==> config.mk <==
export PLATFORM = sky130hd
export DESIGN_NAME = alarm_clock
export DESIGN_NICKNAME = d
export VERILOG_FILES = /design/src/rtl/clock_pkg.sv /design/src/rtl/bcd_mod_counter.sv /design/src/rtl/alarm_clock.sv
export SDC_FILE = /design/constraint.sdc
export NUM_CORES = 1
export LEC_CHECK = 0
export ABC_CLOCK_PERIOD_IN_PS = 3170
export CAP_MARGIN = 20
export CORE_MARGIN = 5
export CORE_UTILIZATION = 39
export CTS_CLUSTER_DIAMETER = 150
export DETAILED_ROUTE_END_ITERATION = 6
export PLACE_DENSITY = 0.65
export SLEW_MARGIN = 20
export SYNTH_ARGS = -nofsm -noshare
export SYNTH_HDL_FRONTEND = slang
export SYNTH_SLANG_ARGS = --single-unit
==> constraint.sdc <==
create_clock -name clk -period 3.17 [get_ports clk]
set_clock_uncertainty 0.2 [all_clocks]
set_input_delay 0.317 -clock clk [delete_from_list [all_inputs] [get_ports clk]]
set_output_delay 0.317 -clock clk [all_outputs]
set_load 0.03 [all_outputs]
==> src/rtl/clock_pkg.sv <==
// Shared types, display constants and the 12-hour mapping helper for alarm_clock.
package clock_pkg;

  typedef logic [3:0] bcd_t;

  typedef enum logic [1:0] {SEC, MIN, HOUR} field_e;

  localparam logic [7:0] SEG_EN_TIME  = 8'b0011_1111;
  localparam logic [7:0] SEG_EN_ALARM = 8'b0011_1100;

  localparam logic [7:0] BCD_MAX_MIN_SEC = 8'h59;
  localparam logic [7:0] BCD_MAX_HOUR    = 8'h23;

  // Maps a packed-BCD 24-hour value to {pm, packed-BCD 12-hour value}.
  function automatic logic [8:0] h12_map(input logic [7:0] h_bcd);
    logic [4:0] h;
    logic [4:0] d;
    logic [7:0] d_bcd;
    logic       pm;
    h  = ({1'b0, h_bcd[7:4]} * 5'd10) + {1'b0, h_bcd[3:0]};
    pm = (h >= 5'd12);
    if (h == 5'd0) begin
      d = 5'd12;
    end else if (h > 5'd12) begin
      d = h - 5'd12;
    end else begin
      d = h;
    end
    if (d >= 5'd10) begin
      d_bcd = {4'd1, 4'(d - 5'd10)};
    end else begin
      d_bcd = {4'd0, d[3:0]};
    end
    return {pm, d_bcd};
  endfunction

endpackage

==> src/rtl/bcd_mod_counter.sv <==
// Two-digit BCD counter modulo MOD with carry chaining and stand-alone up/down stepping.
module bcd_mod_counter
  import clock_pkg::*;
#(
  parameter int MOD = 60
) (
  input  logic clk,
  input  logic rst_n,
  input  logic inc,
  input  logic dec,
  input  logic carry_in,
  output bcd_t hi,
  output bcd_t lo,
  output logic carry_out
);

  localparam bcd_t MAX_HI = 4'((MOD - 1) / 10);
  localparam bcd_t MAX_LO = 4'((MOD - 1) % 10);

  logic at_max;
  logic at_zero;
  logic step_up;
  logic step_down;

  assign at_max    = (hi == MAX_HI) && (lo == MAX_LO);
  assign at_zero   = (hi == 4'd0) && (lo == 4'd0);
  // A carry always counts up; a lone button press steps, both buttons together cancel.
  assign step_up   = carry_in | (inc & ~dec);
  assign step_down = ~carry_in & dec & ~inc;
  assign carry_out = carry_in & at_max;

  // Digit register: wraps at MOD-1 going up and at 00 going down.
  always_ff @(posedge clk or negedge rst_n) begin
    if (!rst_n) begin
      hi <= 4'd0;
      lo <= 4'd0;
    end else if (step_up) begin
      if (at_max) begin
        hi <= 4'd0;
        lo <= 4'd0;
      end else if (lo == 4'd9) begin
        hi <= hi + 4'd1;
        lo <= 4'd0;
      end else begin
        lo <= lo + 4'd1;
      end
    end else if (step_down) begin
      if (at_zero) begin
        hi <= MAX_HI;
        lo <= MAX_LO;
      end else if (lo == 4'd0) begin
        hi <= hi - 4'd1;
        lo <= 4'd9;
      end else begin
        lo <= lo - 4'd1;
      end
    end
  end

endmodule

==> src/rtl/alarm_clock.sv <==
// Time-of-day clock with settable time, one daily alarm and 12/24-hour BCD display.
module alarm_clock
  import clock_pkg::*;
#(
  parameter int TICKS_PER_SEC = 500,
  parameter bit H12           = 1'b0,
  parameter int RING_SECS     = 30
) (
  input  logic        clk,
  input  logic        rst_n,
  input  logic [2:0]  sel,
  input  logic        alarm_edit,
  input  logic        alarm_en,
  input  logic        btn_up,
  input  logic        btn_down,
  input  logic        btn_clear,
  output logic [31:0] seg_content,
  output logic [7:0]  seg_dp,
  output logic [7:0]  seg_en,
  output logic        alarm_ring
);

  localparam int             DIV_W     = (TICKS_PER_SEC > 2) ? $clog2(TICKS_PER_SEC) : 1;
  localparam logic [DIV_W-1:0] DIV_LAST = DIV_W'(TICKS_PER_SEC - 1);
  localparam logic [7:0]     RING_LAST = 8'(RING_SECS - 1);

  typedef enum logic {IDLE, RING} ring_state_e;

  logic [DIV_W-1:0] div_cnt;
  logic             sec_pulse;
  logic [2:0]       btn_q;
  logic [2:0]       btn_prev;
  logic             up_edge, down_edge, clear_edge;
  logic             set_mode;
  logic             alarm_sel;
  logic             tick_run;
  field_e           field;
  bcd_t             s_hi, s_lo, m_hi, m_lo, h_hi, h_lo, am_hi, am_lo, ah_hi, ah_lo;
  logic             s_carry, m_carry, h_carry, am_carry, ah_carry;
  logic             unused_carries;
  logic             match, match_q, trigger;
  ring_state_e      state, state_n;
  logic [7:0]       ring_cnt, ring_cnt_n;
  logic             colon;
  logic [7:0]       src_h;
  logic [8:0]       h12_val;
  logic [7:0]       disp_h;
  logic             pm;

  assign sec_pulse = (div_cnt == DIV_LAST);

  // Seconds divider: free-running, never stopped by set mode.
  always_ff @(posedge clk or negedge rst_n) begin
    if (!rst_n) begin
      div_cnt <= '0;
    end else if (sec_pulse) begin
      div_cnt <= '0;
    end else begin
      div_cnt <= div_cnt + 1'b1;
    end
  end

  // Button sample register plus one cycle of history for rising-edge detection.
  always_ff @(posedge clk or negedge rst_n) begin
    if (!rst_n) begin
      btn_q    <= 3'b000;
      btn_prev <= 3'b000;
    end else begin
      btn_q    <= {btn_clear, btn_down, btn_up};
      btn_prev <= btn_q;
    end
  end

  assign up_edge    = btn_q[0] & ~btn_prev[0];
  assign down_edge  = btn_q[1] & ~btn_prev[1];
  assign clear_edge = btn_q[2] & ~btn_prev[2];

  assign set_mode  = (sel != 3'b000) & ~alarm_edit;
  assign alarm_sel = (sel != 3'b000) & alarm_edit;
  assign tick_run  = sec_pulse & ~set_mode;

  // Field decode: the lowest set select bit wins.
  always_comb begin
    field = HOUR;
    if (sel[0]) begin
      field = SEC;
    end else if (sel[1]) begin
      field = MIN;
    end
  end

  bcd_mod_counter #(.MOD(60)) u_sec (
    .clk(clk), .rst_n(rst_n),
    .inc(set_mode & (field == SEC) & up_edge),
    .dec(set_mode & (field == SEC) & down_edge),
    .carry_in(tick_run), .hi(s_hi), .lo(s_lo), .carry_out(s_carry)
  );

  bcd_mod_counter #(.MOD(60)) u_min (
    .clk(clk), .rst_n(rst_n),
    .inc(set_mode & (field == MIN) & up_edge),
    .dec(set_mode & (field == MIN) & down_edge),
    .carry_in(s_carry), .hi(m_hi), .lo(m_lo), .carry_out(m_carry)
  );

  bcd_mod_counter #(.MOD(24)) u_hour (
    .clk(clk), .rst_n(rst_n),
    .inc(set_mode & (field == HOUR) & up_edge),
    .dec(set_mode & (field == HOUR) & down_edge),
    .carry_in(m_carry), .hi(h_hi), .lo(h_lo), .carry_out(h_carry)
  );

  bcd_mod_counter #(.MOD(60)) u_alarm_min (
    .clk(clk), .rst_n(rst_n),
    .inc(alarm_sel & (field == MIN) & up_edge),
    .dec(alarm_sel & (field == MIN) & down_edge),
    .carry_in(1'b0), .hi(am_hi), .lo(am_lo), .carry_out(am_carry)
  );

  bcd_mod_counter #(.MOD(24)) u_alarm_hour (
    .clk(clk), .rst_n(rst_n),
    .inc(alarm_sel & (field == HOUR) & up_edge),
    .dec(alarm_sel & (field == HOUR) & down_edge),
    .carry_in(1'b0), .hi(ah_hi), .lo(ah_lo), .carry_out(ah_carry)
  );

  assign unused_carries = h_carry | am_carry | ah_carry;

  assign match = alarm_en & ~set_mode
               & ({h_hi, h_lo} == {ah_hi, ah_lo})
               & ({m_hi, m_lo} == {am_hi, am_lo})
               & ({s_hi, s_lo} == 8'h00);
  assign trigger = match & ~match_q;

  // Alarm state register; match history makes each match fire once.
  always_ff @(posedge clk or negedge rst_n) begin
    if (!rst_n) begin
      state    <= IDLE;
      ring_cnt <= 8'd0;
      match_q  <= 1'b0;
    end else begin
      state    <= state_n;
      ring_cnt <= ring_cnt_n;
      match_q  <= match;
    end
  end

  // Alarm next state: cancel beats retrigger, which beats the seconds count.
  always_comb begin
    state_n    = state;
    ring_cnt_n = ring_cnt;
    case (state)
      IDLE: begin
        if (trigger) begin
          state_n    = RING;
          ring_cnt_n = 8'd0;
        end
      end
      RING: begin
        if (clear_edge || !alarm_en) begin
          state_n    = IDLE;
          ring_cnt_n = 8'd0;
        end else if (trigger) begin
          ring_cnt_n = 8'd0;
        end else if (sec_pulse) begin
          if (ring_cnt == RING_LAST) begin
            state_n    = IDLE;
            ring_cnt_n = 8'd0;
          end else begin
            ring_cnt_n = ring_cnt + 8'd1;
          end
        end
      end
    endcase
  end

  assign alarm_ring = (state == RING);

  // Colon blink toggles once per running second.
  always_ff @(posedge clk or negedge rst_n) begin
    if (!rst_n) begin
      colon <= 1'b0;
    end else if (tick_run) begin
      colon <= ~colon;
    end
  end

  assign src_h   = alarm_edit ? {ah_hi, ah_lo} : {h_hi, h_lo};
  assign h12_val = h12_map(src_h);
  assign disp_h  = H12 ? h12_val[7:0] : src_h;
  assign pm      = H12 ? h12_val[8] : 1'b0;

  // Display mux between running time and the alarm setting.
  always_comb begin
    seg_content = {8'h00, disp_h, m_hi, m_lo, s_hi, s_lo};
    seg_en      = SEG_EN_TIME;
    if (alarm_edit) begin
      seg_content = {8'h00, disp_h, am_hi, am_lo, 8'h00};
      seg_en      = SEG_EN_ALARM;
    end
    seg_dp = {pm, 2'b00, colon, 1'b0, colon, 1'b0, colon};
    if (sel != 3'b000) begin
      seg_dp = {pm, 7'b0000000};
    end
  end

endmodule

==> results.yml <==
setup_path:
  cp_slowest_cell: "clkdlybuf4s50_1"
  r2r_slack_ps: 440
  slowest_delay_ps: 550
  crit_path_start: "sel[0]"
  setup.worst_path.start_class: "primary input"
  end_kind: "register"
  crit_type: "in -> reg"
  crit_path_end: "u_alarm_hour.lo[3]"
  critPathMaxFanout: 8
  arrival_ps: 2820
  cp_cell_sequence: "clkdlybuf4s50_1 > nor2_1 > nand2_1 > nor3_1 > ha_1 > inv_1 > a311oi_1 > buf_4 > nor3b_1 > a31oi_1 > o22ai_1"
  crit-reg2reg-capture: "u_hour.hi[3]"
  worstRegToRegCells: 6
  r2r-start: "u_hour.lo[0]"
  worstPathRequired_ps: 3230
clocking:
  insertion_delay_ps: 340
  tritoncts: "yes"
  cts_resized: 0
  cts_sinks: 66
  htreeDepth: 3
  clk_pin_slew_ps: 60
  post_cts_buffers: 0
  cts_root_buffer: "clkbuf_16"
  cts_buffer_depth: 2
  ctsHoldBuffers: 1
  cts_buffers: 9
cells_and_area:
  seqCellArea_um2: 1650
  nFillCells: 1310
  instances_no_fill: 851
  fin_nets: 715
  antenna_cells: 0
  area_delta_synth_final_pct: 14.9
  final_util: 0.461
  multiInputGateArea_um2: 3310
  drive_above_1_share: 0.110
yosys:
  avgSynthCellArea_um2: 8.33
  ys_types: 79
  ys_seq_elements: 66
  yosysMostFrequentCell: "dfrtp_1"
  synth-edff-count: 0
  synth.yosys.seq_area_share: 0.308
  yosysTopAreaCellShare: 0.308
  ys.flop_type: "dfrtp_1"
  synth_area_leaders: "dfrtp_1 (31%), ha_1 (8.2%), o21ai_0 (4.8%), a21oi_1 (4.1%), nand2_1 (3.3%)"
  yosysWarnings: 0
  synth_common_cells: "dfrtp_1 (66), o21ai_0 (51), nand2_1 (47)"
  synthesis.area_um2: 5360
  async_reset_ff_frac: 1.00
  synth.largest_area_cell: "dfrtp_1"
  syn_inst: 643
min_path:
  min_path_type: "in -> async"
pwr:
  vdd_drop_max_uv: 359
  powerDensity_nw_per_um2: 743
  p_leak_nw: 2.63
drt:
  ant_nets: 0
  num_vias: 4899
  routed_wl_mm: 13.6
  drc: 0
  wl_per_cell_um: 16.0
  dr.pass1.iters: 5
  post_drt_via_cell_ratio: 5.76
  drt_iter0_drc: 306
floorplanning:
  die_w_um: 127
  core.rowCount: 42
  fp.dieH_um: 127
  start_util: 0.401
  core_area_um2: 13300
  io-pin-count: 59
  die_area_um2: 16200
run_status:
  run_status: "finished clean"
timing:
  period_share: 0.870
  timing.fmax_mhz: 363
  drv_slew: 0
  final_hold_viol_count: 0
  tns_ps: 0
  post-route-min-period_ps: 2760
  setup_violations: 0
  rsz0062_at_grt: "no"
  relSlewSlack: 0.474
  worst_pin_slew_ps: 788
placement:
  place.gp.congestion: 0.871
  dp_hpwl_mm: 9.94
  io_buffers: 39
  numPlacedInstances: 834
grt:
  antenna_found_initial: 0
  grt_pass1_vias: 4742
  grt_start_max_net_pins: 43
  grt_pass1_wl_mm: 22.5
  grt.total_usage: 0.169
  grt_remaining_overflow: 0
job:
  maxCapViolCount: 0
## state kept, by name (all words and copies together) (netlist names)
name             flops
div_cnt              9
ring_cnt             8
u_alarm_hour.hi      4
u_alarm_hour.lo      4
u_alarm_min.hi       4
u_alarm_min.lo       4
u_hour.hi            4
u_hour.lo            4
u_min.hi             4
u_min.lo             4
u_sec.hi             4
u_sec.lo             4
btn_prev             3
btn_q                3
alarm_ring           1
colon                1
match_q              1
## worst min-delay path by stage
stage | from | to | slack, ps | depth (start not counted)
after floorplan | rst_n | alarm_ring | -180 | 0
after global placement | rst_n | u_alarm_min.hi[0] | -40 | 1
after detailed placement | rst_n | u_alarm_min.hi[1] | -40 | 1
after CTS | rst_n | u_alarm_min.hi[3] | 130 | 2
after global routing | rst_n | u_alarm_min.hi[0] | 160 | 2
final | rst_n | u_alarm_min.hi[3] | 130 | 2
## cells by family (layout without fill, tap and decap cells)
| family | Yosys count | after routing | share of synthesized area |
|---|---|---|---|
| mux | 17 | 17 | 0.0339 |
| xor+xnor | 24 | 24 | 0.0392 |
| simple gates | 219 | 219 | 0.226 |
| compound gates | 185 | 185 | 0.225 |
| buf+inv | 95 | 110 | 0.0855 |
| other cells | 2 | 19 | 0.00140 |
| flops | 66 | 66 | 0.308 |
| fa+ha+maj | 35 | 35 | 0.0817 |
## metrics by stage
stage / power [mW] / hold WS [ps] / cell area, um^2 / worst slack (ps)
after floorplan: 2.88 / -179 / 5420 / 3.68
after detailed placement: 3.43 / -36.2 / 5810 / 225
after CTS: 4.59 / 127 / 6160 / 434
after global placement: 3.38 / -40.7 / 5810 / 297
after global routing: 4.90 / 157 / 6160 / 205
final: 4.57 / 134 / 6160 / 414
## cell usage in the layout (no fill, tap or decap), types with 6 or more instances in the layout
master,count
dfrtp_1,66
a311oi_1,6
nand3_1,29
ha_1,35
nor2_1,46
a211oi_1,7
mux2i_1,8
o21ai_0,51
conb_1,19
nand2b_1,6
inv_1,40
a31oi_1,12
xnor2_1,7
o211ai_1,6
clkdlybuf4s50_1,26
nor3_1,19
xor2_1,17
buf_4,25
nor3b_1,8
nand2_1,47
nor4_1,7
or3_1,7
a21oi_1,44
clkbuf_16,9
mux2_2,9
## metal layers
layer  GRT usage  wire length (um)
met1       0.214              6230
met2       0.277              6430
met3      0.0230               508
met4      0.0965               468
met5           0                 0
## report_power, final
| part | switching (mW) | internal [mW] |
|---|---|---|
| registers | 0.461 | 1.03 |
| logic | 1.12 | 0.817 |
| clock network | 0.392 | 0.752 |
| total | 1.97 | 2.60 |
## critical path, delay by kind of cell
family                     cells  cell delay, ps
AOI/OAI and AO/OA              3             610
buffers and inverters          3             860
and+or+nand+nor                4             790
adders and majority gates      1             230
## final cells by class
class,count,area share
clock buffers,12,0.0433
clock inverters,4,0.0118
inverters,40,0.0244
multi-input cells,499,0.538
flip-flops and latches,66,0.268
well taps,176,0.0358
repair buffers,54,0.0784
(Power assumes the default switching activity.)
